**src/rtl/instruction_fetch_unit_pkg.sv**
```systemverilog
// ---------------------------------------------------------------------------
// instruction_fetch_unit_pkg
//   Shared definitions for the fetch unit and the control decoder: default
//   field widths and the fetch-state encodings.
// ---------------------------------------------------------------------------
package instruction_fetch_unit_pkg;

  localparam int FETCH_ADDR_W = 4;
  localparam int FETCH_DATA_W = 8;
  localparam int FETCH_OPC_W  = 4;

  localparam logic [1:0] ST_IDLE = 2'd0;
  localparam logic [1:0] ST_ADDR = 2'd1;
  localparam logic [1:0] ST_READ = 2'd2;
  localparam logic [1:0] ST_HOLD = 2'd3;

  typedef enum logic [1:0] {
    IDLE = ST_IDLE,
    ADDR = ST_ADDR,
    READ = ST_READ,
    HOLD = ST_HOLD
  } fetch_state_t;

endpackage

```
**src/rtl/instruction_fetch_unit_ir_reg.sv**
```systemverilog
// ---------------------------------------------------------------------------
// instruction_fetch_unit_ir_reg
//   Instruction register: load-enabled DATA_W register with asynchronous
//   active-low clear, split into opcode (high bits) and operand (low bits).
// Ports
//   CLK      in   clock, rising edge
//   RESET_n  in   asynchronous active-low clear
//   load     in   capture d on this edge
//   d        in   instruction word
//   opcode   out  IR[DATA_W-1 -: OPC_W]
//   operand  out  IR[DATA_W-OPC_W-1:0]
// ---------------------------------------------------------------------------
module instruction_fetch_unit_ir_reg
  import instruction_fetch_unit_pkg::*;
#(
  parameter int DATA_W = FETCH_DATA_W,
  parameter int OPC_W  = FETCH_OPC_W
) (
  input  logic                    CLK,
  input  logic                    RESET_n,
  input  logic                    load,
  input  logic [DATA_W-1:0]       d,
  output logic [OPC_W-1:0]        opcode,
  output logic [DATA_W-OPC_W-1:0] operand
);

  logic [DATA_W-1:0] ir;

  always_ff @(posedge CLK or negedge RESET_n) begin
    if (!RESET_n) begin
      ir <= '0;
    end else if (load) begin
      ir <= d;
    end
  end

  assign opcode  = ir[DATA_W-1 -: OPC_W];
  assign operand = ir[DATA_W-OPC_W-1:0];

endmodule

```
**src/rtl/instruction_fetch_unit.sv**
```systemverilog
// ---------------------------------------------------------------------------
// instruction_fetch_unit
//   Fetches the word addressed by the program counter, holds it in the IR
//   until the decoder accepts it, and pulses pc_inc once per completed fetch.
// Ports
//   CLK, RESET_n    clock (rising) / asynchronous active-low reset
//   pc_value        current program counter value
//   pc_inc          one-cycle pulse: advance the program counter
//   mem_addr        registered program memory address
//   mem_rd          read request, high in READ until mem_ack
//   mem_rdata       read data, valid with mem_ack
//   mem_ack         one-cycle read completion
//   ir_valid        IR holds an undelivered instruction
//   ir_ready        decoder accepts the IR this cycle
//   opcode/operand  IR fields
//   flush           discard in-flight fetch and IR
//   halt            stop issuing new fetches
//   busy            fetch FSM is not idle
// ---------------------------------------------------------------------------
module instruction_fetch_unit
  import instruction_fetch_unit_pkg::*;
#(
  parameter int ADDR_W = FETCH_ADDR_W,
  parameter int DATA_W = FETCH_DATA_W,
  parameter int OPC_W  = FETCH_OPC_W
) (
  input  logic                    CLK,
  input  logic                    RESET_n,
  input  logic [ADDR_W-1:0]       pc_value,
  output logic                    pc_inc,
  output logic [ADDR_W-1:0]       mem_addr,
  output logic                    mem_rd,
  input  logic [DATA_W-1:0]       mem_rdata,
  input  logic                    mem_ack,
  output logic                    ir_valid,
  input  logic                    ir_ready,
  output logic [OPC_W-1:0]        opcode,
  output logic [DATA_W-OPC_W-1:0] operand,
  input  logic                    flush,
  input  logic                    halt,
  output logic                    busy
);

  fetch_state_t state, state_next;
  logic         flush_pend, flush_pend_next;
  logic         load_addr;

  // State, pending-flush flag and the registered memory address.
  always_ff @(posedge CLK or negedge RESET_n) begin
    if (!RESET_n) begin
      state      <= IDLE;
      flush_pend <= 1'b0;
      mem_addr   <= '0;
    end else begin
      state      <= state_next;
      flush_pend <= flush_pend_next;
      if (load_addr) begin
        mem_addr <= pc_value;
      end
    end
  end

  // Next-state and output logic. A flush seen in READ cannot abort the
  // memory access, so it is remembered and the returning data is dropped;
  // a flush arriving together with the ack is treated the same way.
  always_comb begin
    state_next      = state;
    flush_pend_next = flush_pend;
    load_addr       = 1'b0;
    mem_rd          = 1'b0;
    pc_inc          = 1'b0;
    case (state)
      IDLE: begin
        if (!halt) begin
          state_next = ADDR;
        end
      end
      ADDR: begin
        load_addr  = 1'b1;
        state_next = flush ? ADDR : READ;
      end
      READ: begin
        mem_rd = 1'b1;
        if (mem_ack) begin
          if (flush_pend || flush) begin
            flush_pend_next = 1'b0;
            state_next      = ADDR;
          end else begin
            pc_inc     = 1'b1;
            state_next = HOLD;
          end
        end else if (flush) begin
          flush_pend_next = 1'b1;
        end
      end
      HOLD: begin
        if (flush) begin
          state_next = ADDR;
        end else if (ir_ready) begin
          state_next = halt ? IDLE : ADDR;
        end
      end
      default: state_next = IDLE;
    endcase
  end

  assign ir_valid = (state == HOLD);
  assign busy     = (state != IDLE);

  // The IR only loads on an accepted (non-flushed) ack, i.e. with pc_inc.
  instruction_fetch_unit_ir_reg #(
    .DATA_W (DATA_W),
    .OPC_W  (OPC_W)
  ) u_ir_reg (
    .CLK     (CLK),
    .RESET_n (RESET_n),
    .load    (pc_inc),
    .d       (mem_rdata),
    .opcode  (opcode),
    .operand (operand)
  );

endmodule

```
**config.mk**
```make
export PLATFORM = sky130hd
export DESIGN_NAME = instruction_fetch_unit
export DESIGN_NICKNAME = d
export VERILOG_FILES = /design/src/rtl/instruction_fetch_unit_pkg.sv /design/src/rtl/instruction_fetch_unit_ir_reg.sv /design/src/rtl/instruction_fetch_unit.sv
export SDC_FILE = /design/constraint.sdc
export NUM_CORES = 1
export LEC_CHECK = 0
export ABC_AREA = 1
export BUFFER_PORTS_ARGS = -buffer_cell sky130_fd_sc_hd__buf_2
export CORE_MARGIN = 2
export CORE_UTILIZATION = 43
export CTS_CLUSTER_SIZE = 16
export DETAILED_ROUTE_END_ITERATION = 8
export PLACE_DENSITY = 0.78
export SYNTH_ARGS = -nofsm -noshare
export SYNTH_HDL_FRONTEND = slang
export SYNTH_SLANG_ARGS = --single-unit
```
**constraint.sdc**
```tcl
create_clock -name CLK -period 1.29 [get_ports CLK]
set_input_delay 0.0645 -clock CLK [delete_from_list [all_inputs] [get_ports CLK]]
set_output_delay 0.0645 -clock CLK [all_outputs]
set_load 0.005 [all_outputs]
```
; After elaboration in Yosys (flattened, before gate mapping)
; Index checks and enable logic that the tools add are counted.
; Widths: inputs -> output; s select.
[op_classes]
add_sub_neg = 0
n_mul = 0
div_mod_pow = 0
order_cmp = 0
eq_ne = 7
shift = 0
muxes = 16
bitwise = 0
n_reduce_logical = 6
[op_table]
columns = cell, n
row1 = $mux 2, 6
row2 = $mux 1, 9
row3 = $pmux 2 s4, 1
row4 = $reduce_and 3->1, 2
row5 = $eq 2x2->1 const B, 2
row6 = $ne 2x2->1 const B, 2
row7 = $reduce_bool 2->1, 2
row8 = $ne 3x1->1 const B, 1
row9 = $eq 2x1->1 const B, 1
row10 = $logic_not 2->1, 1
row11 = $ne 2x1->1 const B, 1
row12 = $logic_or 1x1->1, 1
[totals]
regBits = 15
latch_bits = 0
mem_bits_rw = 0
romBits = 0
in_bits = 18
out_inout_bits = 16
wordCells = 33
mem_count = 0

; Depth between registers and ports, before layout
; Gate-level depths: netlist of run 1.
[logic_depth]
ltp_word = 4
mapped_depth = 8
mapped_depth_nobuf = 7

; Cells and area by module
; Synthesis of run 1 repeated with hierarchy kept, for this count alone.
[unflattened]
cells_unflattened = 83
area_unflattened_um2 = 678.2
[by_module_without_submodules]
columns = module, n_inst, cells_per_inst, area_each_um2, seq_area_each_um2
row1 = instruction_fetch_unit, 1, 49, 372.9, 175.2
row2 = instruction_fetch_unit_ir_reg, 1, 34, 305.3, 200.2

; Worst setup path after synthesis of run 1
; No wires, ideal clock.
[synth_path]
kind = register to register
from = register state[0]
to = register u_ir_reg.ir[0]
setup_ns = 0.065
t_arrival_ns = 0.939
t_required_ns = 1.225
setup_slack_ns = 0.286
stages_incl_launch_ff = 7
n_path_buf = 1
period_less_slack_ns = 1.004
cell_sequence = dfrtp_1 buf_4 nor2_8 nand3_4 clkinv_4 nand2_1 nand2_1
[synth_between]
elab_chain_cells = 2
[synth_lines]
columns = element, line
row1 = "start, declared", instruction_fetch_unit.sv:44  ; fetch_state_t state, state_next;
row2 = "start signal, assigned", instruction_fetch_unit.sv:55  ; state <= state_next;
row3 = $eq 2x2->1, instruction_fetch_unit.sv:72  ; case (state)
row4 = $mux 1, instruction_fetch_unit.sv:72
row5 = named net pc_inc, instruction_fetch_unit.sv:30  ; output logic pc_inc,
row6 = "end signal, assigned", instruction_fetch_unit_ir_reg.sv:31  ; ir <= '0;
row7 = "end signal, assigned", instruction_fetch_unit_ir_reg.sv:33  ; ir <= d;
row8 = "end, declared", instruction_fetch_unit_ir_reg.sv:27  ; logic [DATA_W-1:0] ir;
; The timed path passes the listed nets, and every way through them passes these cells.
; A chain may end at the register's enable or synchronous reset.

; Worst setup path in the final report of run 1
[layout_path]
from = register state[0]
to = output port busy
[layout_between]
elab_chain_cells = 1
[layout_lines]
columns = element, line
row1 = $reduce_bool 2->1, instruction_fetch_unit.sv:108  ; assign busy = (state != IDLE);
row2 = "end, declared", instruction_fetch_unit.sv:41  ; output logic busy
; No other way between the ends.

==> results.yml, run 1 <==
status:
  run_status: "finished clean"
drt:
  drc: 0
  wl_met3_um: 128
  ant_nets: 0
  wl_met2_um: 959
  drtIter0Drc: 21
  first_pass_iters: 4
  top_layer_used: "met4"
  met1_length_um: 713
  via_count: 721
  routedWlPerCell_um: 12.5
  via_per_inst: 4.90
  wl_um: 1830
global_routing:
  grt_pass1_wl_um: 2800
  overflow: 0
  track_usage_pct: 20.2
  antenna_found_initial: 0
  grt_max_degree: 16
  grt_pass1_vias: 642
power_and_ir_drop:
  peakVddDrop_v: 0.00102
  pwr-share-seq_pct: 42.2
  internal-power_mw: 1.16
  power_switching_mw: 0.724
  swShare_pct: 38.4
  p_total_mw: 1.89
  p_comb_share_pct: 43.9
  power.density_nw_per_um2: 1850
  p_clk_share_pct: 13.9
  p_leak_nw: 0.606
setup_path:
  start_kind: "flop"
  crit_family: "flip-flops"
  cp.required_ns: 1.23
  crit_type: "flop to primary output"
  cp_max_fo: 9
  cp_slowest_cell: "dfrtp_2"
  crit_path_cell_trace: "buf_4 > nor2_2 > inv_1 > buf_2"
  end_kind: "primary output"
  crit_arrival_ns: 1.19
  cp.buffers_inverters: 3
  cpPeakStageDelay_ns: 0.45
clock_network:
  root_buffer: "clkbuf_4"
  cts_tree: "built"
  cts.htree.levels: 1
  path_clk_slew_ns: 0.09
  numCtsBuffers: 3
  clk_latency_ns: 0.27
  clock_path_buffers: 2
  cts_sinks: 15
placement:
  hpwlAfterDp_um: 1110
  pre_cts_ws_ns: 0.127
  portBuffers: 33
  place_congestion: 0.820
flow_run:
  max_cap_violations: 0
layout:
  drive_gt1_share_pct: 37.4
  nets: 150
  synthToLayoutAreaGrowth_pct: 49.7
  diodes: 0
  utilization_pct: 68.3
die:
  io_pins: 34
  die_area_um2: 1910
  die_h_um: 43.8
  die_w_um: 43.8
  fp.coreArea_um2: 1490
  initial_core_util_pct: 45.6
  rows: 14
timing:
  maxSlewHeadroom_pct: 77.8
  fin_ws_ns: 0.0317
  skew_ns: 0.00310
  slew_viol_final: 0
  finalHoldViolations: 0
  final.period_utilization_pct: 97.5
  setup_viol: 0
  fmax_ghz: 0.795
  tightest_slew_ns: 0.333
  hold_ws_ns: 0.0194
  finalCriticalPeriod_ns: 1.26
  tns_ns: 0
worst_hold_path:
  hp-class: "input pin to flop"
synth:
  yosys_warnings: 0
  postSynthCellCount: 82
  syn_nets: 100
  ys_ff_latch: 15
  synthDistinctLibCells: 14
  synthesis.area_um2: 679
  ys_seq_area_share_pct: 55.2
  syn_area_per_cell_um2: 8.29
-- final timing paths --
path	start	endpoint	slack, ns	cells past startpoint
max reg2reg	state[0]	state[1]	0.09	7
min in group asynchronous	RESET_n	u_ir_reg.ir[3]	0.21	2
min reg2reg	mem_addr[1]	mem_addr[1]	0.48	2
max	state[0]	busy	0.03	4
max in group asynchronous	RESET_n	state[0]	0.81	2
min	pc_value[2]	mem_addr[2]	0.02	3
-- cell type report --
class | instances | area (um2)
clock buffers | 4 | 26.3
fillers | 113 | 472
inverters | 7 | 33.8
multi-input cells | 59 | 275
flip-flops and latches | 15 | 377
well taps | 16 | 20.0
repair buffers | 46 | 285
-- per-layer routing --
| metal | track usage, % | vias up |
|---|---|---|
| li1 | - | 350 |
| met1 | 26.0 | 327 |
| met2 | 32.9 | 40 |
| met3 | 2.92 | 4 |
| met4 | 10.3 | 0 |
| met5 | 0 | - |
-- power by group through the flow --
stage	registers [mW]	clock network [mW]	logic, mW
after CTS	0.790	0.265	0.795
after global routing	0.821	0.293	0.927
final	0.796	0.261	0.828
after global placement	0.822	0	0.651
after detailed placement	0.829	0	0.665
after floorplan	0.786	0	0.430
-- logic make-up after synthesis --
logic type	Yosys count	share of synthesized area, %
buf+inv	8	5.71
flops	15	55.2
simple gates	55	36.1
compound gates	4	2.95
-- per-stage QoR --
step / instances / cell area, um2
after global routing: 147 / 1020
after floorplan: 82 / 679
after detailed placement: 130 / 857
after CTS: 147 / 1010
final: 147 / 1020
after global placement: 130 / 857
-- worst register-to-register path, cell delays in order (launching register included) --
cell and delay [ns]:
dfrtp_2 0.45, buf_4 0.18, nor2_2 0.12, nand2_1 0.09, nand2_1 0.11, nor2_1 0.05
nand2_1 0.05, nand2_1 0.04
-- cell usage after synthesis --
cell | count | area share, %
nor2_1 | 5 | 2.8
nand2_1 | 41 | 23
nand3_1 | 6 | 4.4
nand3_4 | 1 | 2.6
buf_4 | 1 | 1.1
o21ai_1 | 1 | 0.74
clkinv_4 | 1 | 1.3
o21ai_0 | 2 | 1.5
inv_1 | 3 | 1.7
dfrtp_1 | 15 | 55
nor2_8 | 1 | 2.9
a21oi_1 | 1 | 0.74
nor3_1 | 1 | 0.74
inv_2 | 3 | 1.7
-- flip-flops by register name (all words and copies together), names as in the netlist --
signal       cells
mem_addr         4
flush_pend       1
u_ir_reg.ir      8
state            2
-- layout by cell type, fill, tap and decap left out, drive strengths merged --
cell,count
a21oi,1
buf,37
clkbuf,4
clkinv,1
dfrtp,15
dlygate4sd3,9
inv,6
nand2,41
nand3,7
nor2,6
nor3,1
o21ai,3
-- what timing repair did --
item | CTS | global route
endpoints found under the setup margin | 1 | 2
setup buffers | 4 | 0
pin swaps | 1 | 1
hold endpoints to repair | 23 | 0
hold buffers | 9 | 0
resized for setup | 3 | 2
Power figures use the tool's default switching activity.
==> run 2: changes to the inputs <==
Settings changed: MAX_ROUTING_LAYER from default to met4.
==> results.yml, run 2 (synthesis gave the netlist of run 1 again) <==
status:
  run_status: "finished clean"
setup_path:
  r2r_slack_ns: 0.12
  crit_path_cell_trace: "buf_4 > nor2_2 > inv_1 > buf_2"
  crit_arrival_ns: 1.18
  rr_startpoint: "state[0]"
  cp.required_ns: 1.23
  timing.rr.end: "state[1]"
  r2r_cells: 7
  cp_max_fo: 9
  cpPeakStageDelay_ns: 0.45
  start_kind: "flop"
  cp_slowest_cell: "dfrtp_2"
  end_kind: "primary output"
  crit_type: "flop to primary output"
layout:
  diodes: 0
  synthToLayoutAreaGrowth_pct: 49.7
  drive_gt1_share_pct: 37.4
  final_common_cell: "nand2_1"
  utilization_pct: 68.3
  ff_latch_area_um2: 377
  reg.largest.list: "u_ir_reg.ir x8, mem_addr x4, state x2"
  regMostFlops: "u_ir_reg.ir"
  layout_common_cells: "nand2_1, buf_2, dfrtp_1"
  n_fill_cell: 113
  multiInputGateArea_um2: 275
  largest_reg_flops: 8
  nets: 150
global_routing:
  overflow: 0
  grt_use_met1_pct: 26.0
  track_usage_pct: 20.8
  grt-busiest-layer: "met2"
  grt_pass1_vias: 641
  grt_pass1_wl_um: 2800
  antenna_found_initial: 0
  grtUsageMet2_pct: 32.9
  grt_max_degree: 16
  use_met3_pct: 2.92
drt:
  wl_um: 1820
  via_count: 714
  ant_nets: 0
  via_per_inst: 4.86
  drc: 0
  routedWlPerCell_um: 12.4
  drtIter0Drc: 20
  first_pass_iters: 4
die:
  fp.coreArea_um2: 1490
  io_pins: 34
  die_area_um2: 1910
  initial_core_util_pct: 45.6
  die_w_um: 43.8
  die_h_um: 43.8
  rows: 14
worst_hold_path:
  min_from: "pc_value[2]"
  min_path_cells: 3
  hp-class: "input pin to flop"
  hold-path-endpoint: "mem_addr[2]"
power_and_ir_drop:
  p_leak_nw: 0.606
  peakVddDrop_v: 0.00102
  power.density_nw_per_um2: 1850
  p_total_mw: 1.88
flow_run:
  max_cap_violations: 0
clock_network:
  root_buffer: "clkbuf_4"
  cts_sinks: 15
  cts_tree: "built"
  numCtsBuffers: 3
  clk_latency_ns: 0.27
  cts.htree.levels: 1
  path_clk_slew_ns: 0.09
  clock_path_buffers: 2
timing:
  fin_ws_ns: 0.0471
  tns_ns: 0
  finalHoldViolations: 0
  maxSlewHeadroom_pct: 77.8
  final.period_utilization_pct: 96.3
  finalCriticalPeriod_ns: 1.24
  skew_ns: 0.00252
  fmax_ghz: 0.805
  tightest_slew_ns: 0.333
  setup_viol: 0
  hold_ws_ns: 0.0194
  slew_viol_final: 0
placement:
  place_congestion: 0.832
  portBuffers: 33
  hpwlAfterDp_um: 1110
  pre_cts_ws_ns: 0.127
[run 2: cell counts in the layout (fill, tap and decap cells not counted)]
Identical to the previous run, type by type.
[run 2: area by class of cell]
type / instances / area share, %
flip-flops and latches: 15 / 37.0
well taps: 16 / 1.97
clock buffers: 4 / 2.58
repair buffers: 46 / 28.0
inverters: 7 / 3.32
multi-input cells: 59 / 27.1
[run 2: worst max-delay path: cells and delay by family (launching register included)]
family,cells,cell delay [ns]
flops,1,0.45
simple gates,1,0.11
buf+inv,3,0.35
[run 2: per-layer routing]
layer | vias to the layer above | part of all wire, % | wire, um
li1 | 350 | - | -
met3 | 6 | 6.2 | 112
met4 | 0 | 1.9 | 34
met1 | 324 | 39 | 713
met2 | 34 | 53 | 955
met5 | - | 0 | 0
[run 2: power breakdown]
part	total, mW	switching [mW]	internal (mW)
registers	0.798	0.129	0.669
clock network	0.261	0.142	0.120
logic	0.824	0.451	0.372
total	1.88	0.722	1.16
[run 2: worst max path at each step]
| stage | from | endpoint |
|---|---|---|
| after floorplan | state[0] | u_ir_reg.ir[0] |
| after global placement | state[0] | state[1] |
| after detailed placement | state[0] | state[1] |
| after CTS | state[0] | busy |
| after global routing | state[0] | busy |
| final | state[0] | busy |
[run 2: timing repair]
action,in CTS,in global routing
resized for setup,3,2
hold endpoints to repair,23,0
setup endpoints to repair,1,2
pin swaps,1,1
hold buffers,9,0
setup buffers,4,0
[run 2: per-stage QoR]
stage	instances	instance area, um2
floorplan	82	679
global placement	130	857
detailed placement	130	857
CTS	147	1010
global route	147	1020
finish	147	1020
